File: config.mk
export PLATFORM = sky130hd
export DESIGN_NAME = alu_acc_reg
export DESIGN_NICKNAME = d
export VERILOG_FILES = /design/src/rtl/alu_pkg.sv /design/src/rtl/alu_acc_reg_seq_multiplier.sv /design/src/rtl/alu_acc_reg.sv
export SDC_FILE = /design/constraint.sdc
export NUM_CORES = 1
export LEC_CHECK = 0
export CAP_MARGIN = 20
export CORE_MARGIN = 2
export CORE_UTILIZATION = 53
export DETAILED_ROUTE_END_ITERATION = 7
export PLACE_DENSITY = 0.8
export SETUP_SLACK_MARGIN = 0.4
export SLEW_MARGIN = 10
export SYNTH_ARGS = -nofsm -noshare
export SYNTH_HDL_FRONTEND = slang
export SYNTH_SLANG_ARGS = --single-unit
File: constraint.sdc
create_clock -name Clock -period 5 [get_ports Clock]
set_input_delay 1 -clock Clock [delete_from_list [all_inputs] [get_ports Clock]]
set_output_delay 1 -clock Clock [all_outputs]
set_load 0.1 [all_outputs]
File: src/rtl/alu_pkg.sv
// Shared constants for the accumulator ALU: function codes and FSM state encoding.
package alu_pkg;

    localparam logic [2:0] FN_ADD  = 3'b000;
    localparam logic [2:0] FN_SUB  = 3'b001;
    localparam logic [2:0] FN_SEXT = 3'b010;
    localparam logic [2:0] FN_OR   = 3'b011;
    localparam logic [2:0] FN_AND  = 3'b100;
    localparam logic [2:0] FN_SHL  = 3'b101;
    localparam logic [2:0] FN_MUL  = 3'b110;
    localparam logic [2:0] FN_HOLD = 3'b111;

    typedef enum logic {
        ST_IDLE = 1'b0,
        ST_MUL  = 1'b1
    } state_t;

endpackage

File: src/rtl/alu_acc_reg_seq_multiplier.sv
// Iterative shift-add multiplier, one multiplier bit per cycle for WIDTH cycles.
// Only built when ALU_MUL_EN is defined.
`ifdef ALU_MUL_EN
module seq_multiplier
    import alu_pkg::*;
#(
    parameter int WIDTH = 4
) (
    input  logic                 Clock,
    input  logic                 reset,
    input  logic                 load,
    input  logic [WIDTH-1:0]     a,
    input  logic [WIDTH-1:0]     b,
    output logic                 step_done,
    output logic [2*WIDTH-1:0]   product
);

    localparam int RW = 2 * WIDTH;
    localparam int CW = $clog2(WIDTH + 1);
    localparam logic [CW-1:0] LAST_STEP = CW'(WIDTH - 1);

    logic [RW-1:0]    mcand_q, mcand_d;
    logic [WIDTH-1:0] mplier_q, mplier_d;
    logic [RW-1:0]    prod_q, prod_d;
    logic [CW-1:0]    cnt_q, cnt_d;
    logic             active_q, active_d;
    logic [RW-1:0]    step_sum;

    // product is the partial product including this cycle's step, so the
    // final value is visible while the last step is being taken
    assign step_sum  = prod_q + (mplier_q[0] ? mcand_q : '0);
    assign product   = step_sum;
    assign step_done = active_q && (cnt_q == LAST_STEP);

    always_comb begin
        mcand_d  = mcand_q;
        mplier_d = mplier_q;
        prod_d   = prod_q;
        cnt_d    = cnt_q;
        active_d = active_q;
        if (load) begin
            mcand_d  = {{WIDTH{1'b0}}, a};
            mplier_d = b;
            prod_d   = '0;
            cnt_d    = '0;
            active_d = 1'b1;
        end else if (active_q) begin
            prod_d   = step_sum;
            mcand_d  = mcand_q << 1;
            mplier_d = mplier_q >> 1;
            cnt_d    = cnt_q + 1'b1;
            if (cnt_q == LAST_STEP) begin
                active_d = 1'b0;
            end
        end
    end

    always_ff @(posedge Clock) begin
        if (!reset) begin
            mcand_q  <= '0;
            mplier_q <= '0;
            prod_q   <= '0;
            cnt_q    <= '0;
            active_q <= 1'b0;
        end else begin
            mcand_q  <= mcand_d;
            mplier_q <= mplier_d;
            prod_q   <= prod_d;
            cnt_q    <= cnt_d;
            active_q <= active_d;
        end
    end

endmodule
`endif

File: src/rtl/alu_acc_reg.sv
// Accumulator ALU with start/busy/done handshake. Define ALU_MUL_EN to build the
// multi-cycle multiplier; otherwise code 110 completes in one cycle with result 0.
module alu_acc_reg
    import alu_pkg::*;
#(
    parameter int WIDTH = 4
) (
    input  logic                 Clock,
    input  logic                 reset,
    input  logic [WIDTH-1:0]     Data,
    input  logic [2:0]           Function,
    input  logic                 start,
    output logic [2*WIDTH-1:0]   ALUout,
    output logic                 busy,
    output logic                 done
);

    localparam int RW = 2 * WIDTH;

    logic [RW-1:0]    alu_q, alu_d;
    logic             done_q, done_d;
    logic [WIDTH-1:0] op_b;
    logic [RW-1:0]    a_ext, b_ext;
    logic [RW-1:0]    alu_result;

    assign op_b   = alu_q[WIDTH-1:0];
    assign a_ext  = {{WIDTH{1'b0}}, Data};
    assign b_ext  = {{WIDTH{1'b0}}, op_b};
    assign ALUout = alu_q;
    assign done   = done_q;

    // A shift amount at or beyond RW naturally yields zero
    always_comb begin
        alu_result = alu_q;
        unique case (Function)
            FN_ADD:  alu_result = a_ext + b_ext;
            FN_SUB:  alu_result = a_ext - b_ext;
            FN_SEXT: alu_result = {{WIDTH{op_b[WIDTH-1]}}, op_b};
            FN_OR:   alu_result = {{(RW-1){1'b0}}, |{Data, op_b}};
            FN_AND:  alu_result = {{(RW-1){1'b0}}, &{Data, op_b}};
            FN_SHL:  alu_result = b_ext << Data;
            FN_MUL:  alu_result = '0;
            FN_HOLD: alu_result = alu_q;
            default: alu_result = alu_q;
        endcase
    end

`ifdef ALU_MUL_EN
    state_t        state_q, state_d;
    logic          mul_load;
    logic          mul_step_done;
    logic [RW-1:0] mul_product;

    seq_multiplier #(.WIDTH(WIDTH)) u_mul (
        .Clock     (Clock),
        .reset     (reset),
        .load      (mul_load),
        .a         (Data),
        .b         (op_b),
        .step_done (mul_step_done),
        .product   (mul_product)
    );

    assign busy = (state_q == ST_MUL);

    always_comb begin
        state_d  = state_q;
        alu_d    = alu_q;
        done_d   = 1'b0;
        mul_load = 1'b0;
        unique case (state_q)
            ST_IDLE: begin
                if (start) begin
                    if (Function == FN_MUL) begin
                        mul_load = 1'b1;
                        state_d  = ST_MUL;
                    end else begin
                        alu_d  = alu_result;
                        done_d = 1'b1;
                    end
                end
            end
            ST_MUL: begin
                if (mul_step_done) begin
                    alu_d   = mul_product;
                    done_d  = 1'b1;
                    state_d = ST_IDLE;
                end
            end
            default: state_d = ST_IDLE;
        endcase
    end

    always_ff @(posedge Clock) begin
        if (!reset) begin
            state_q <= ST_IDLE;
        end else begin
            state_q <= state_d;
        end
    end
`else
    assign busy = 1'b0;

    always_comb begin
        alu_d  = alu_q;
        done_d = 1'b0;
        if (start) begin
            alu_d  = alu_result;
            done_d = 1'b1;
        end
    end
`endif

    always_ff @(posedge Clock) begin
        if (!reset) begin
            alu_q  <= '0;
            done_q <= 1'b0;
        end else begin
            alu_q  <= alu_d;
            done_q <= done_d;
        end
    end

endmodule

==> impl_metrics.csv, run 1 <==
group,metric,value,unit
status,outcome,"completed",
grt,antenna_found_initial,0,
detailed_routing,drt-wirelength-per-cell,15.0,µm
floorplan,die-area,2170,µm²
detailed_routing,viasPerCell,5.99,
floorplan,io_pins,20,
grt,grt_max_degree,15,
sta,slew_headroom,34.8,%
layout,final_cell_count_no_fill,156,
detailed_routing,vias,934,
clock_tree,cts_tree,"done",
sta,min_period_over_period,61.8,%
sta,slew_violations,0,
sta,fmax,0.324,GHz
synthesis,synth-main-ff-cell,"dfxtp_1",
clock_tree,insertion_delay,0.27,ns
synthesis,syn_nets,138,
flow_run,cap_violations,0,
setup_path,worstPathRequired,5.15,ns
detailed_routing,routed_wl,2340,µm
grt,grt_pass1_vias,832,
layout,final_cell_mix,"18 x clkdlybuf4s50_1, 11 x inv_1, 9 x dfxtp_1, 9 x ha_1, 8 x o21ai_0",
clock_tree,cts_resized,0,
synthesis,async_flop_share,0,%
setup_path,cp_max_fo,8,
pwr,power.density,210,nW/µm²
sta,finClkSkew,0.00735,ns
pwr,switchingPower,0.0994,mW
setup_path,crit_arrival,3.24,ns
synthesis,synthesis.area,961,µm²
grt,grt_usage,24.6,%
setup_path,critPathCaptureType,"register",
synthesis,syn_avg_cell_area,8.21,µm²
clock_tree,cts_setup_buffers,0,
pwr,ir_worst_vdd,0.000137,V
min_path,min_path_type,"register to register",
grt,grt_pass1_wl,3790,µm
floorplan,num_rows,15,
detailed_routing,drtIter0Drc,42,
place,dp.cells,152,
place,placed_area,1120,µm²
layout,design_area,1140,µm²
detailed_routing,drt-pass1-iter-count,5,
sta,fin_setup_tns,0,ns
pwr,power.internal,0.141,mW
pwr,p_comb_share,42.3,%
synthesis,synth-edff-count,0,
setup_path,crit_path_start_kind,"input pin",
pwr,power.leakage,0.435,nW
setup_path,reg2reg_slack,2.94,ns
place,dp_slack,1.71,ns
synthesis,ys.warnings.count,0,
layout,diodes,0,
pwr,seqPwrFrac,34.1,%
clock_tree,clockRootBuffer,"clkbuf_4",
sta,final.setup.worst_slack,1.91,ns
place,routabilityCongestion,0.948,
layout,final_common_cell,"clkdlybuf4s50_1",
sta,setup_viol,0,
clock_tree,cts_buffer_depth,2,
clock_tree,cts_sinks,9,
layout,drive_gt1_share,6.11,%
clock_tree,path_clk_slew,0.06,ns
detailed_routing,drc,0,
sta,worst-slew-pin-transition,0.974,ns
pwr,power,0.241,mW
clock_tree,cts_hold_buf,0,
clock_tree,cts_made_buffers,3,
pwr,p_clk_share,23.6,%
pwr,switching_share,41.3,%
sta,rsz0062_at_grt,"false",
floorplan,initial_core_util,56.3,%
floorplan,die_width,46.6,µm
layout,final_nets,153,
grt,grt_overflow_total,0,
layout,n_fill_cell,148,
floorplan,core_area,1710,µm²
synthesis,synth-seq-cells,9,
synthesis,synth_cells,117,
setup_path,worst-setup-path-type,"input pin to register",
synthesis,seq_area_frac_synth,18.8,%
layout,areaGrowthSynthToFinish,19.1,%
floorplan,die_y,46.6,µm
detailed_routing,ant_nets,0,
place,portBuffers,18,
clock_tree,htreeDepth,1,
sta,min_period,3.09,ns
place,dp_hpwl,1810,µm
sta,hold_violations,0,
synthesis,ys_types,45,
-- kinds of logic (layout without fill, tap and decap cells) --
logic type / Yosys count / in the layout / synth area share [%]
other: 1 / 1 / 0.390
and+or+nand+nor: 31 / 31 / 17.1
muxes: 6 / 6 / 6.51
buffers and inverters: 19 / 33 / 9.90
DFF: 9 / 9 / 18.7
AOI/OAI and AO/OA: 35 / 35 / 27.0
adders and majority gates: 11 / 11 / 15.9
xor gates and xnor gates: 5 / 5 / 4.56
-- final cells by class --
class / instances / area, µm² / area share, %
multi-input combinational: 89 / 686 / 59.9
inverter: 11 / 41.3 / 3.61
clock buffer: 4 / 26.3 / 2.30
tap: 25 / 31.3 / 2.73
sequential: 9 / 180 / 15.7
timing repair buffer: 18 / 180 / 15.7
-- power by group through the flow --
stage	Clock (mW)	Sequential, mW	Combinational (mW)
after floorplan	0	0.108	0.0519
after global placement	0	0.0834	0.0989
after detailed placement	0	0.0837	0.100
after CTS	0.0584	0.0820	0.101
after global routing	0.0628	0.0827	0.109
final	0.0569	0.0821	0.102
-- stage by stage --
stage	util [%]	hold WS, ns
4_1_cts	67.0	0.495
6_report	67.0	0.493
3_3_place_gp	65.5	0.481
2_1_floorplan	-	0.951
5_1_grt	67.0	0.524
3_5_place_dp	65.5	0.482
-- state kept, by name, indices dropped and copies added, names as in the netlist --
name / count
ALUout: 8
done: 1
-- synth_stat cells (all sizes together) (2+ instances only) --
cell	count	area share, %
o21ai	9	4.7
fa	2	4.2
inv	11	4.3
o311ai	2	1.8
xor2	2	1.8
nand2b	2	1.6
dfxtp	9	19
buf	7	5.2
nor2	6	2.3
ha	9	12
o211ai	2	1.6
a31oi	3	2.0
nor3	2	1.0
o211a	2	2.1
nor2b	2	1.3
mux2	2	2.3
a21o	2	1.6
nand3	5	2.6
mux2i	4	4.2
xnor2	3	2.7
a21oi	4	2.5
a32o	3	3.1
nand2	7	2.7
-- final timing paths --
check / to / cells after the start / from
min reg2reg: ALUout[7] / 1 / ALUout[7]
max reg2reg: ALUout[6] / 7 / ALUout[2]
max: ALUout[6] / 10 / Data[0]
min: ALUout[7] / 1 / ALUout[7]
-- routing by layer --
layer | GRT usage (%) | vias to the layer above | part of all wire, %
met2 | 40.3 | 54 | 48
met3 | 4.71 | 0 | 8.4
met1 | 33.3 | 430 | 43
met5 | 0 | - | 0
met4 | 5.14 | 0 | 0
li1 | - | 450 | -
-- critical path, stage by stage --
cell and delay [ns]:
clkdlybuf4s50_1 0.68, inv_1 0.12, ha_1 0.21, inv_1 0.08
fa_1 0.22, a21o_1 0.13, nand2_1 0.05, a32oi_1 0.31
o221ai_1 0.19, a32o_1 0.24
(Power assumes the default switching activity.)
==> inputs of run 2 (changes only) <==
--- a/config.mk
+++ b/config.mk
@@ -7,9 +7,9 @@
 export LEC_CHECK = 0
 export CAP_MARGIN = 20
 export CORE_MARGIN = 2
-export CORE_UTILIZATION = 53
+export CORE_UTILIZATION = 50
 export DETAILED_ROUTE_END_ITERATION = 7
-export PLACE_DENSITY = 0.8
+export PLACE_DENSITY = 0.76
 export SETUP_SLACK_MARGIN = 0.4
 export SLEW_MARGIN = 10
 export SYNTH_ARGS = -nofsm -noshare
==> constraint.sdc (replaced) <==
create_clock -name Clock -period 3 [get_ports Clock]
set_input_delay 0.6 -clock Clock [delete_from_list [all_inputs] [get_ports Clock]]
set_output_delay 0.6 -clock Clock [all_outputs]
set_load 0.1 [all_outputs]
==> run 2 against run 1 <==
  * Largest power group unchanged
  * Non-clock buffer count rose by 2
  * First-iteration DRC count fell by 40%
  * Critical path type unchanged
  * Critical path depth did not move
  * Register-to-register slack got worse by 2.0 ns
  * Critical endpoint unchanged
  * Worst setup slack got worse by 1.4 ns
  * Sequential cell count did not move
  * Global-route usage fell by 1.1 points
  * Worst hold slack improved by 0.0083 ns
  * Highest routed layer is now met4
==> impl_metrics.csv, run 2 (synthesis gave the netlist of run 1 again) <==
group,metric,value,unit
setup_path,path_cells,"clkdlybuf4s50_1 -> inv_1 -> ha_1 -> inv_1 -> fa_1 -> a21o_1 -> nand2_1 -> a32oi_1 -> o221ai_1 -> a32o_1",
setup_path,worstPathRequired,3.15,ns
layout,drive_gt1_share,14.3,%
sta,fmax,0.410,GHz
sta,min_period_over_period,81.3,%
detailed_routing,drtIter0Drc,25,
floorplan,num_rows,15,
setup_path,crit_path_start_kind,"input pin",
floorplan,io_pins,20,
sta,min_period,2.44,ns
setup_path,critPathCaptureType,"register",
layout,final_cell_mix,"11 x inv_1, 11 x buf_4, 9 x dfxtp_1, 9 x ha_1, 9 x clkdlybuf4s50_1",
clock_tree,clockRootBuffer,"clkbuf_4",
floorplan,die_y,47.8,µm
min_path,min_path_type,"register to register",
sta,finClkSkew,0.00263,ns
floorplan,initial_core_util,54.5,%
sta,setup_viol,0,
sta,fin_setup_tns,0,ns
clock_tree,cts_hold_buf,0,
floorplan,die_width,47.8,µm
detailed_routing,met3_length,116,µm
grt,grt_usage,23.6,%
sta,hold_violations,0,
pwr,power.leakage,0.461,nW
setup_path,slowest_stage,"clkdlybuf4s50_1",
place,portBuffers,18,
layout,largest_reg_flops,8,
status,outcome,"completed",
setup_path,cp_common_cell,"inv_1",
detailed_routing,routed_wl,2290,µm
place,routabilityCongestion,0.881,
grt,grt_pass1_wl,3730,µm
layout,n_fill_cell,169,
detailed_routing,drt-wirelength-per-cell,14.5,µm
clock_tree,cts_tree,"done",
layout,final_cell_count_no_fill,158,
pwr,power.density,350,nW/µm²
clock_tree,cts_sinks,9,
place,dp.cells,154,
clock_tree,cts_resized,0,
layout,areaGrowthSynthToFinish,18.4,%
clock_tree,insertion_delay,0.26,ns
layout,multi_input_area,686,µm²
detailed_routing,drt-pass1-iter-count,4,
setup_path,crit_arrival,2.59,ns
setup_path,reg2reg_slack,0.94,ns
layout,register_area,180,µm²
flow_run,cap_violations,0,
layout,diodes,0,
detailed_routing,top_layer,"met4",
detailed_routing,viasPerCell,6.06,
detailed_routing,vias,957,
grt,grt_pass1_vias,872,
grt,grt_overflow_total,0,
sta,rsz0062_at_grt,"false",
clock_tree,path_clk_slew,0.06,ns
detailed_routing,wl_met2,1150,µm
clock_tree,cts_made_buffers,3,
floorplan,die-area,2290,µm²
grt,antenna_found_initial,0,
setup_path,cp_max_fo,4,
grt,grt_max_degree,11,
layout,final_nets,155,
detailed_routing,drc,0,
clock_tree,htreeDepth,1,
floorplan,core_area,1760,µm²
detailed_routing,wl_met1,990,µm
place,dp_hpwl,1830,µm
clock_tree,cts_buffer_depth,2,
setup_path,cp_slowest_stage_delay,0.47,ns
clock_tree,cts_setup_buffers,0,
setup_path,worst-setup-path-type,"input pin to register",
sta,slew_violations,0,
detailed_routing,ant_nets,0,
pwr,ir_worst_vdd,0.000272,V
## run 2: changes by cell type in the layout (fill, tap and decap cells not counted), sizes merged
cell and change:
buf +11, clkdlybuf4s50 -9
## run 2: area by class of cell
cell class / count / area share [%]
well taps: 25 / 2.75
repair buffers: 20 / 15.2
clock buffers: 4 / 2.31
inverters: 11 / 3.63
multi-input cells: 89 / 60.3
flip-flops and latches: 9 / 15.8
## run 2: worst max-delay path: cells and delay by family
| kind | cells | cell delay, ns |
|---|---|---|
| AOI/OAI and AO/OA | 4 | 0.88 |
| buffers and inverters | 3 | 0.64 |
| adders and majority gates | 2 | 0.42 |
| and+or+nand+nor | 1 | 0.06 |
## run 2: final timing paths
path	start	endpoint	cells after the start
setup / recovery	Data[0]	ALUout[6]	10
hold / removal	ALUout[7]	ALUout[7]	1
setup reg to reg	ALUout[2]	ALUout[6]	7
hold reg to reg	ALUout[7]	ALUout[7]	1
## run 2: metrics by stage
| stage | cell area, µm² | utilization, % | worst slack [ns] | hold slack (ns) | total power [mW] |
|---|---|---|---|---|---|
| floorplan | 961 | - | 0.548 | 0.736 | 0.266 |
| global placement | 1110 | 63.0 | 0.378 | 0.483 | 0.302 |
| detailed placement | 1110 | 63.0 | 0.324 | 0.490 | 0.306 |
| CTS | 1140 | 64.5 | 0.591 | 0.504 | 0.401 |
| global route | 1140 | 64.5 | 0.468 | 0.542 | 0.424 |
| finish | 1140 | 64.5 | 0.562 | 0.501 | 0.398 |
## run 2: power by group
| group | internal, mW | switching (mW) |
|---|---|---|
| sequential | 0.126 | 0.0113 |
| combinational | 0.0577 | 0.110 |
| clock | 0.0513 | 0.0424 |
| total | 0.235 | 0.163 |
## run 2: layer usage
metal	up-vias	GRT usage, %
li1	457	-
met2	34	40.3
met5	-	0
met4	0	6.49
met3	6	6.04
met1	460	29.1
